**src/rtl/rv32i_pkg.sv**
```systemverilog
// Shared RV32I decode constants: major opcodes, ALU function codes and the
// decoded-control bundle passed from the decoder into the ID/EX register.
package rv32i_pkg;

   localparam logic [6:0] OPC_OP     = 7'b0110011;
   localparam logic [6:0] OPC_OP_IMM = 7'b0010011;
   localparam logic [6:0] OPC_LUI    = 7'b0110111;
   localparam logic [6:0] OPC_AUIPC  = 7'b0010111;
   localparam logic [6:0] OPC_LOAD   = 7'b0000011;
   localparam logic [6:0] OPC_STORE  = 7'b0100011;
   localparam logic [6:0] OPC_JAL    = 7'b1101111;
   localparam logic [6:0] OPC_JALR   = 7'b1100111;
   localparam logic [6:0] OPC_BRANCH = 7'b1100011;

   // ALU function codes share the funct3 encoding of OP/OP-IMM
   localparam logic [2:0] ALU_ADD  = 3'd0;
   localparam logic [2:0] ALU_SLL  = 3'd1;
   localparam logic [2:0] ALU_SLT  = 3'd2;
   localparam logic [2:0] ALU_SLTU = 3'd3;
   localparam logic [2:0] ALU_XOR  = 3'd4;
   localparam logic [2:0] ALU_SR   = 3'd5;
   localparam logic [2:0] ALU_OR   = 3'd6;
   localparam logic [2:0] ALU_AND  = 3'd7;

   typedef struct packed {
      logic [31:0] a;
      logic [31:0] b;
      logic [2:0]  sel;
      logic        ext;
      logic        we;
      logic        is_branch;
      logic        illegal;
   } decode_t;

endpackage

```
**src/rtl/rv32i_imm_gen.sv**
```systemverilog
// Sign-extended I/S immediates and the upper-20 U immediate of an RV32I word.
// Only bits [31:7] carry immediate fields, so the opcode is not brought in.
module rv32i_imm_gen
   import rv32i_pkg::*;
(
   input  logic [31:7] instr,
   output logic [31:0] imm_i,
   output logic [31:0] imm_s,
   output logic [31:0] imm_u
);

   assign imm_i = {{20{instr[31]}}, instr[31:20]};
   assign imm_s = {{20{instr[31]}}, instr[31:25], instr[11:7]};
   assign imm_u = {instr[31:12], 12'b0};

endmodule

```
**src/rtl/rv32i_id_ex_stage.sv**
```systemverilog
// RV32I decode/issue stage feeding the ALU through a single-entry ID/EX register.
// Optional writeback bypass on the operand reads: define RV32I_IDEX_WB_BYPASS_EN.
module rv32i_id_ex_stage
   import rv32i_pkg::*;
#(
   parameter int          XLEN     = 32,
   parameter logic [31:0] RESET_PC = 32'h0
) (
   input  logic            clk,
   input  logic            rst,
   input  logic            in_valid,
   output logic            in_ready,
   input  logic [31:0]     in_instr,
   input  logic [31:0]     in_pc,
   output logic [4:0]      rs1_addr,
   output logic [4:0]      rs2_addr,
   input  logic [XLEN-1:0] rs1_data,
   input  logic [XLEN-1:0] rs2_data,
`ifdef RV32I_IDEX_WB_BYPASS_EN
   input  logic            wb_we,
   input  logic [4:0]      wb_rd,
   input  logic [XLEN-1:0] wb_data,
`endif
   input  logic            flush,
   output logic            ex_valid,
   input  logic            ex_ready,
   output logic [XLEN-1:0] alu_a,
   output logic [XLEN-1:0] alu_b,
   output logic [2:0]      alu_sel,
   output logic            alu_ext,
   output logic [4:0]      ex_rd,
   output logic            ex_reg_we,
   output logic            ex_is_branch,
   output logic [2:0]      ex_funct3,
   output logic [31:0]     ex_pc,
   output logic            ex_illegal
);

   logic [31:0]     imm_i;
   logic [31:0]     imm_s;
   logic [31:0]     imm_u;
   logic [XLEN-1:0] op1;
   logic [XLEN-1:0] op2;
   logic [2:0]      funct3;
   logic [4:0]      rd;
   logic            accept;
   decode_t         dec;

   assign rs1_addr = in_instr[19:15];
   assign rs2_addr = in_instr[24:20];
   assign funct3   = in_instr[14:12];
   assign rd       = in_instr[11:7];
   assign in_ready = !ex_valid || ex_ready;
   assign accept   = in_valid && in_ready && !flush;

   rv32i_imm_gen u_imm_gen (
      .instr (in_instr[31:7]),
      .imm_i (imm_i),
      .imm_s (imm_s),
      .imm_u (imm_u)
   );

`ifdef RV32I_IDEX_WB_BYPASS_EN
   // A writeback landing this cycle is newer than the regfile read port
   assign op1 = (wb_we && (wb_rd != 5'd0) && (wb_rd == rs1_addr)) ? wb_data : rs1_data;
   assign op2 = (wb_we && (wb_rd != 5'd0) && (wb_rd == rs2_addr)) ? wb_data : rs2_data;
`else
   assign op1 = rs1_data;
   assign op2 = rs2_data;
`endif

   always_comb begin
      dec     = '0;
      dec.sel = ALU_ADD;
      case (in_instr[6:0])
         OPC_OP: begin
            dec.a   = op1;
            dec.b   = op2;
            dec.sel = funct3;
            dec.ext = in_instr[30];
            dec.we  = 1'b1;
         end
         OPC_OP_IMM: begin
            dec.a   = op1;
            dec.b   = imm_i;
            dec.sel = funct3;
            dec.ext = (funct3 == ALU_SR) && in_instr[30];
            dec.we  = 1'b1;
         end
         OPC_LUI: begin
            dec.b  = imm_u;
            dec.we = 1'b1;
         end
         OPC_AUIPC: begin
            dec.a  = in_pc;
            dec.b  = imm_u;
            dec.we = 1'b1;
         end
         OPC_LOAD: begin
            dec.a  = op1;
            dec.b  = imm_i;
            dec.we = 1'b1;
         end
         OPC_STORE: begin
            dec.a = op1;
            dec.b = imm_s;
         end
         OPC_JAL, OPC_JALR: begin
            dec.a  = in_pc;
            dec.b  = 32'd4;
            dec.we = 1'b1;
         end
         OPC_BRANCH: begin
            dec.a         = op1;
            dec.b         = op2;
            dec.ext       = 1'b1;
            dec.is_branch = 1'b1;
         end
         default: dec.illegal = 1'b1;
      endcase
   end

   // Flush beats both accept and stall; data registers only move on accept
   always_ff @(posedge clk) begin
      if (rst) begin
         ex_valid     <= 1'b0;
         alu_a        <= '0;
         alu_b        <= '0;
         alu_sel      <= ALU_ADD;
         alu_ext      <= 1'b0;
         ex_rd        <= 5'd0;
         ex_reg_we    <= 1'b0;
         ex_is_branch <= 1'b0;
         ex_funct3    <= 3'd0;
         ex_pc        <= RESET_PC;
         ex_illegal   <= 1'b0;
      end else if (flush) begin
         ex_valid <= 1'b0;
      end else if (accept) begin
         ex_valid     <= 1'b1;
         alu_a        <= dec.a;
         alu_b        <= dec.b;
         alu_sel      <= dec.sel;
         alu_ext      <= dec.ext;
         ex_rd        <= rd;
         ex_reg_we    <= dec.we && (rd != 5'd0);
         ex_is_branch <= dec.is_branch;
         ex_funct3    <= funct3;
         ex_pc        <= in_pc;
         ex_illegal   <= dec.illegal;
      end else if (ex_ready) begin
         ex_valid <= 1'b0;
      end
   end

endmodule
```
**config.mk**
```make
export PLATFORM = sky130hd
export DESIGN_NAME = rv32i_id_ex_stage
export DESIGN_NICKNAME = d
export VERILOG_FILES = /design/src/rtl/rv32i_pkg.sv /design/src/rtl/rv32i_imm_gen.sv /design/src/rtl/rv32i_id_ex_stage.sv
export SDC_FILE = /design/constraint.sdc
export NUM_CORES = 1
export LEC_CHECK = 0
export ABC_AREA = 1
export BUFFER_PORTS_ARGS = -buffer_cell sky130_fd_sc_hd__buf_2
export CAP_MARGIN = 20
export CORE_MARGIN = 2
export CORE_UTILIZATION = 47
export CTS_CLUSTER_DIAMETER = 200
export DETAILED_ROUTE_END_ITERATION = 8
export PLACE_DENSITY = 0.87
export SLEW_MARGIN = 20
export SYNTH_ARGS = -nofsm -noshare
export SYNTH_HDL_FRONTEND = slang
export SYNTH_HIERARCHICAL = 1
export SYNTH_SLANG_ARGS = --single-unit
```
**constraint.sdc**
```tcl
create_clock -name clk -period 1.6 [get_ports clk]
set_input_delay 0.08 -clock clk [delete_from_list [all_inputs] [get_ports clk]]
set_output_delay 0.08 -clock clk [all_outputs]
set_load 0.01 [all_outputs]
```
==> flow_summary.toml, run 1 <==
[timing]
maxSlewViolCount = 0
finClkSkew_ns = 0.00542
worst_pin_slew_ns = 0.500
achievable-frequency_mhz = 693
final.setup.tns_ns = 0
hold_slack_ns = 0.00457
final_min_period_over_clock_period_pct = 90.2
timing.final.crit_period_ns = 1.44
rsz0062_at_grt = "false"
setup_viol = 0
report.final.hold_viol_count = 0
maxSlewHeadroom_pct = 66.6

[die]
initial_standard_cell_utilization_of_the_core_pct = 47.6
floorplan.die.width_um = 119
top_level_ports = 256
fp.dieH_um = 119
core_box_area_um2 = 13100
fp.dieArea_um2 = 14200
num_rows = 42

[logic_synthesis]
synth_warnings = 6
yosys.area.top_type_share_pct = 36.0
synthesized_area_fraction_occupied_by_ao_oa_aoi_and_oai_cells_pct = 13.0
syn-cell-area_um2 = 6230
netlist_top_cells_area = "sky130_fd_sc_hd__dfxtp_1 (36%), sky130_fd_sc_hd__nand3_1 (13%), sky130_fd_sc_hd__buf_4 (13%)"
synth_top_cell_by_area = "sky130_fd_sc_hd__dfxtp_1"
netlist-cell-type-count = 23
dominant_combinational_cell_family_by_area_after_synthesis = "simple AND/OR/NAND/NOR gates"
synth.yosys.seq_area_share_pct = 36.0
synthCells = 918
post_synth_fa_ha_maj_area_fraction_pct = 0
yosys.area_share.simple_pct = 30.5
avgSynthCellArea_um2 = 6.79
synthesized_flop_and_latch_total = 112
synth_mux_area_share_pct = 0
synth_xor_xnor_area_share_pct = 0

[clocking]
worstSkewPairLatency_ns = 0.35
tritoncts.num_buffers = 9
cts.root.buffer_cell = "sky130_fd_sc_hd__clkbuf_16"
clk_path_buf_depth = 2
deepest_level_of_the_cts_h_tree = 3
clk_transition_reported_paths_ns = 0.08
cts_resized = 0
cts_post_setup_buffers_inserted = 0
number_of_buffers_inserted_for_hold_repair_after_clock_tree_synthesis = 45
tritoncts = "yes"
clock_sink_count = 112

[global_routing]
grt-ovfl-total = 0
first_global_vias = 6166
grt_antenna_before_repair = 0
first_pass_grt_wire_length_mm = 30.9
grt_max_degree = 84
grt_usage_pct = 26.8

[place]
port_buffers = 255
cell_count_post_placement = 1212
dpl.hpwl_mm = 13.0
place_congestion = 0.856

[critical_path]
max_stage_delay_ns = 0.32
crit-reg2reg-launch = "ex_valid"
criticalPathCategory = "reg2reg"
critPathLaunch = "ex_valid"
worst_setup_path_end_kind = "flip-flop"
worst-endpoint-required_ns = 1.88
cp_arrival_ns = 1.72
crit_slowest_cell = "sky130_fd_sc_hd__dfxtp_1"
crit_fanout = 83
crit_chain = "nand2_2 -> nand2_1 -> nor2_4 -> buf_12 -> o21ai_0 -> nor2_1"
critPathLaunchType = "flip-flop"

[finish]
instances_no_fill = 1273
nFillCells = 1219
postLayoutCoreUtil_pct = 59.1
number_of_inserted_diodes = 0
layout.nets = 1225
drive_gt1_share_pct = 28.1
syn_to_final_growth_pct = 24.1

[power]
internal_power_mw = 4.48
power.leakage_nw = 3.66
total_power_mw = 6.28
logic_pwr_share_pct = 16.5
power.sequential.fraction_pct = 47.3
sw_frac_of_total_pct = 28.7
vdd.ir_drop.worst_mv = 0.502
cellPowerDensity_nw_per_um2 = 812
clock_power_share_pct = 36.2
switchingPower_mw = 1.80

[hold_path]
hp-class = "in2reg"
min-delay-start = "rs1_data[2]"

[detailed_routing]
drc = 0
routed-via-count = 6702
finalWirelength_mm = 19.6
detail_route.vias_per_cell = 5.26
antenna_violating_nets_post_route = 0
drtPass1Iterations = 5
wl_per_cell_um = 15.4
initialDrtViolationCount = 700

[status]
status = "completed"

[flow_run]
drv.max_cap_violation_count = 0
==> critical path: cells and delay by family, from the launching register on <==
kind            cells  cell delay, ns
buf+inv             1            0.30
flops               1            0.32
simple gates        4            0.55
compound gates      1            0.16
==> worst paths after layout <==
path | cells past startpoint | slack [ns] | end
max | 6 | 0.16 | ex_pc[18]
min reg2reg | 2 | 0.46 | alu_b[22]
max reg2reg | 6 | 0.16 | ex_pc[18]
min | 3 | 0.005 | alu_a[2]
==> Yosys cell counts <==
master,number
sky130_fd_sc_hd__buf_4,107
sky130_fd_sc_hd__nand3b_4,1
sky130_fd_sc_hd__a31oi_1,32
sky130_fd_sc_hd__dfxtp_1,112
sky130_fd_sc_hd__nor3_1,1
sky130_fd_sc_hd__a21oi_1,47
sky130_fd_sc_hd__nor2_1,81
sky130_fd_sc_hd__buf_2,33
sky130_fd_sc_hd__a21oi_4,1
sky130_fd_sc_hd__nand2_2,2
sky130_fd_sc_hd__nor2_2,2
sky130_fd_sc_hd__o21ai_0,70
sky130_fd_sc_hd__nand3_1,164
sky130_fd_sc_hd__nand3_2,1
sky130_fd_sc_hd__nand4_1,2
sky130_fd_sc_hd__a211oi_1,1
sky130_fd_sc_hd__inv_1,42
sky130_fd_sc_hd__nor2_4,2
sky130_fd_sc_hd__buf_6,3
sky130_fd_sc_hd__inv_2,2
sky130_fd_sc_hd__conb_1,1
sky130_fd_sc_hd__clkbuf_1,29
sky130_fd_sc_hd__nand2_1,182
==> area by class of cell <==
type	count	area (µm²)	share of cell area (%)
Multi-Input combinational cell	601	2760	35.7
Inverter	44	165	2.14
Tap cell	176	220	2.85
Clock buffer	10	239	3.09
Clock inverter	6	61.3	0.793
Sequential cell	112	2240	29.0
Timing Repair Buffer	324	2040	26.4
==> per-layer routing <==
| layer | up-vias | GRT usage [%] | wire [µm] | part of all wire [%] |
|---|---|---|---|---|
| met1 | 3027 | 34.2 | 8130 | 42 |
| met4 | 0 | 15.0 | 752 | 3.8 |
| met3 | 60 | 5.46 | 1600 | 8.2 |
| met5 | - | 0 | 0 | 0 |
| met2 | 366 | 42.3 | 9080 | 46 |
| li1 | 3249 | - | - | - |
==> cells by family (layout without fill, tap and decap cells) <==
group                  Yosys count  count (layout)
AOI/OAI and AO/OA              151             151
buffers and inverters          216             384
DFF                            112             112
other                            1              12
and+or+nand+nor                438             438
==> power by group through the flow <==
stage	clock network, mW	registers, mW	logic, mW
floorplan	0	3.09	0.555
global placement	0	3.03	0.922
detailed placement	0	3.03	0.934
CTS	2.32	2.97	1.02
global route	2.42	2.98	1.13
finish	2.28	2.97	1.04
==> registers in the layout, summed over array words and instances, names as in the netlist <==
name,flops
ex_pc,32
ex_valid,1
alu_a,32
alu_sel,3
alu_b,32
ex_funct3,3
alu_ext,1
ex_illegal,1
ex_reg_we,1
ex_is_branch,1
ex_rd,5
==> layout by cell type (no fill, tap or decap), drive strengths merged, types with 2 or more instances in the layout <==
cell           n
inv           46
clkbuf        10
buf          279
dlygate4sd3   45
nand4          2
nand3        165
a31oi         32
conb          12
nor2          85
clkinv         3
a21oi         48
dfxtp        112
o21ai         70
nand2        184
==> per-stage QoR <==
step,worst slack [ns],cell area (µm²)
final,0.156,7730
after global routing,0.0537,7730
after CTS,0.164,7730
after detailed placement,0.162,6980
after global placement,0.268,6980
after floorplan,0.274,6280
No activity file was read; power rests on OpenSTA's default activity.
==> run 2, diff against run 1 <==
--- a/config.mk
+++ b/config.mk
@@ -8,12 +8,10 @@
 export ABC_AREA = 1
 export BUFFER_PORTS_ARGS = -buffer_cell sky130_fd_sc_hd__buf_2
 export CAP_MARGIN = 20
-export CORE_MARGIN = 2
 export CORE_UTILIZATION = 47
 export CTS_CLUSTER_DIAMETER = 200
 export DETAILED_ROUTE_END_ITERATION = 8
 export PLACE_DENSITY = 0.87
-export SLEW_MARGIN = 20
 export SYNTH_ARGS = -nofsm -noshare
 export SYNTH_HDL_FRONTEND = slang
 export SYNTH_HIERARCHICAL = 1
==> run 2 against run 1 <==
Compared with the run above:
- core utilization increased by 1.3 points
- clock power increased by 9.6%
- critical path type unchanged
- largest power group unchanged
- hold slack improved by 0.0070 ns
==> flow_summary.toml, run 2 (synthesis results as in run 1) <==
[finish]
largest_registers = "alu_a (32), alu_b (32), ex_pc (32)"
layout.nets = 1222
final_cell_mix = "sky130_fd_sc_hd__buf_2 (255), sky130_fd_sc_hd__nand2_1 (182), sky130_fd_sc_hd__nand3_1 (164)"
most_frequent_standard_cell_in_the_layout_excluding_fill_and_tap_cells = "sky130_fd_sc_hd__buf_2"
drive_gt1_share_pct = 28.2
postLayoutCoreUtil_pct = 60.4
syn_to_final_growth_pct = 23.8
design_area_um2 = 7720
number_of_inserted_diodes = 0

[timing]
postLayoutSetupSlackWorst_ns = 0.169
timing.final.crit_period_ns = 1.43
finClkSkew_ns = 0.00656
report.final.hold_viol_count = 0
maxSlewHeadroom_pct = 64.7
worst_pin_slew_ns = 0.529
final_min_period_over_clock_period_pct = 89.5
setup_viol = 0
rsz0062_at_grt = "false"
final.setup.tns_ns = 0
achievable-frequency_mhz = 699
maxSlewViolCount = 0

[place]
dpl.hpwl_mm = 12.6
port_buffers = 255
place_congestion = 0.853
detailedPlace.worstSlack_ns = 0.204
placement.cell_area_um2 = 6950

[global_routing]
grt_antenna_before_repair = 0
grt-ovfl-total = 0
grt_usage_pct = 27.5
grt_max_degree = 95
first_pass_grt_wire_length_mm = 29.1
first_global_vias = 5856

[power]
logic_pwr_share_pct = 16.0
sw_frac_of_total_pct = 26.7
clock_power_share_pct = 38.4
switchingPower_mw = 1.74
internal_power_mw = 4.77
cellPowerDensity_nw_per_um2 = 843
vdd.ir_drop.worst_mv = 0.695
power.leakage_nw = 3.66
power.sequential.fraction_pct = 45.6

[clocking]
tritoncts.num_buffers = 9
tritoncts = "yes"
cts_resized = 0
clk_path_buf_depth = 2
deepest_level_of_the_cts_h_tree = 3
worstSkewPairLatency_ns = 0.35
clk_transition_reported_paths_ns = 0.07
cts.root.buffer_cell = "sky130_fd_sc_hd__clkbuf_16"
clock_sink_count = 112

[critical_path]
timing.reg2reg.worst_path_depth = 8
critPathLaunch = "ex_valid"
worst_setup_path_end_kind = "flip-flop"
worst_r2r_endpoint = "alu_sel[1]"
cp_arrival_ns = 1.72
crit-reg2reg-launch = "ex_valid"
critPathLaunchType = "flip-flop"
worst-endpoint-required_ns = 1.89
crit_fanout = 50
criticalPathCategory = "reg2reg"
r2r_slack_ns = 0.17

[die]
num_rows = 41
initial_standard_cell_utilization_of_the_core_pct = 48.8
top_level_ports = 256
core_box_area_um2 = 12800
fp.dieArea_um2 = 13700
floorplan.die.width_um = 117
fp.dieH_um = 117

[detailed_routing]
initialDrtViolationCount = 805
finalWirelength_mm = 19.4
drtPass1Iterations = 6
detail_route.vias_per_cell = 5.32
drc = 0
antenna_violating_nets_post_route = 0
wl_per_cell_um = 15.3
routed-via-count = 6730

[flow_run]
drv.max_cap_violation_count = 0

[hold_path]
hold_path_end = "ex_rd[2]"
worst_hold_path.num_cells = 3
min-delay-start = "in_instr[9]"
hp-class = "in2reg"

[status]
status = "completed"
## run 2: cell types whose count changed in the layout (fill, tap and decap cells not counted)
| cell | delta |
|---|---|
| sky130_fd_sc_hd__clkbuf_16 | +1 |
| sky130_fd_sc_hd__clkbuf_1 | +1 |
| sky130_fd_sc_hd__clkinv_8 | -1 |
| sky130_fd_sc_hd__buf_12 | -2 |
| sky130_fd_sc_hd__buf_4 | +2 |
| sky130_fd_sc_hd__dlygate4sd3_1 | -4 |
| sky130_fd_sc_hd__bufinv_16 | +2 |
| sky130_fd_sc_hd__clkinv_4 | -2 |
| sky130_fd_sc_hd__inv_8 | -1 |
| sky130_fd_sc_hd__inv_6 | +1 |
## run 2: layout make-up
cell class | instances | area [µm²]
sequential | 112 | 2240
clock inverter | 5 | 85.1
clock buffer | 11 | 243
inverter | 44 | 165
timing repair buffer | 321 | 2000
multi-input combinational | 601 | 2760
fill | 1149 | 5060
tap | 172 | 215
## run 2: through the flow
stage,cells,total power [mW],hold WS (ns)
after detailed placement,1208,3.96,0.311
after global placement,1208,3.94,0.309
final,1266,6.51,0.0116
after global routing,1266,6.77,0.00781
after CTS,1265,6.51,0.000294
after floorplan,929,3.64,0.158
## run 2: critical path: stages (launching register included)
cell                      delay [ns]
sky130_fd_sc_hd__dfxtp_1        0.32
sky130_fd_sc_hd__nand2_2        0.08
sky130_fd_sc_hd__nand2_1        0.10
sky130_fd_sc_hd__nor2_4         0.21
sky130_fd_sc_hd__buf_12         0.28
sky130_fd_sc_hd__nand2_1        0.13
sky130_fd_sc_hd__nor2_1         0.11
sky130_fd_sc_hd__a21oi_1        0.05
sky130_fd_sc_hd__nor2_1         0.09
## run 2: how the worst max path moves through the flow
stage / end / slack, ns
2_1_floorplan: alu_ext / 0.27
3_3_place_gp: alu_b[14] / 0.26
3_5_place_dp: alu_b[6] / 0.20
4_1_cts: alu_a[17] / 0.19
5_1_grt: alu_b[16] / 0.03
6_report: alu_sel[1] / 0.17
## run 2: power groups by stage
stage	clock [mW]	combinational (mW)	sequential (mW)
floorplan	0	0.555	3.09
finish	2.50	1.04	2.97
global placement	0	0.917	3.02
detailed placement	0	0.929	3.03
global route	2.66	1.13	2.98
CTS	2.53	1.01	2.96
## run 2: what timing repair did
action | in CTS | in global routing
setup endpoints to repair | 0 | 1
hold endpoints to repair | 55 | 0
hold buffers | 41 | 0
setup buffers | 0 | 0
## run 2: per-layer routing
layer,wire [µm],GRT usage [%]
met1,7870,34.2
met2,9020,43.3
met3,1790,9.01
met4,705,12.3
met5,0,0
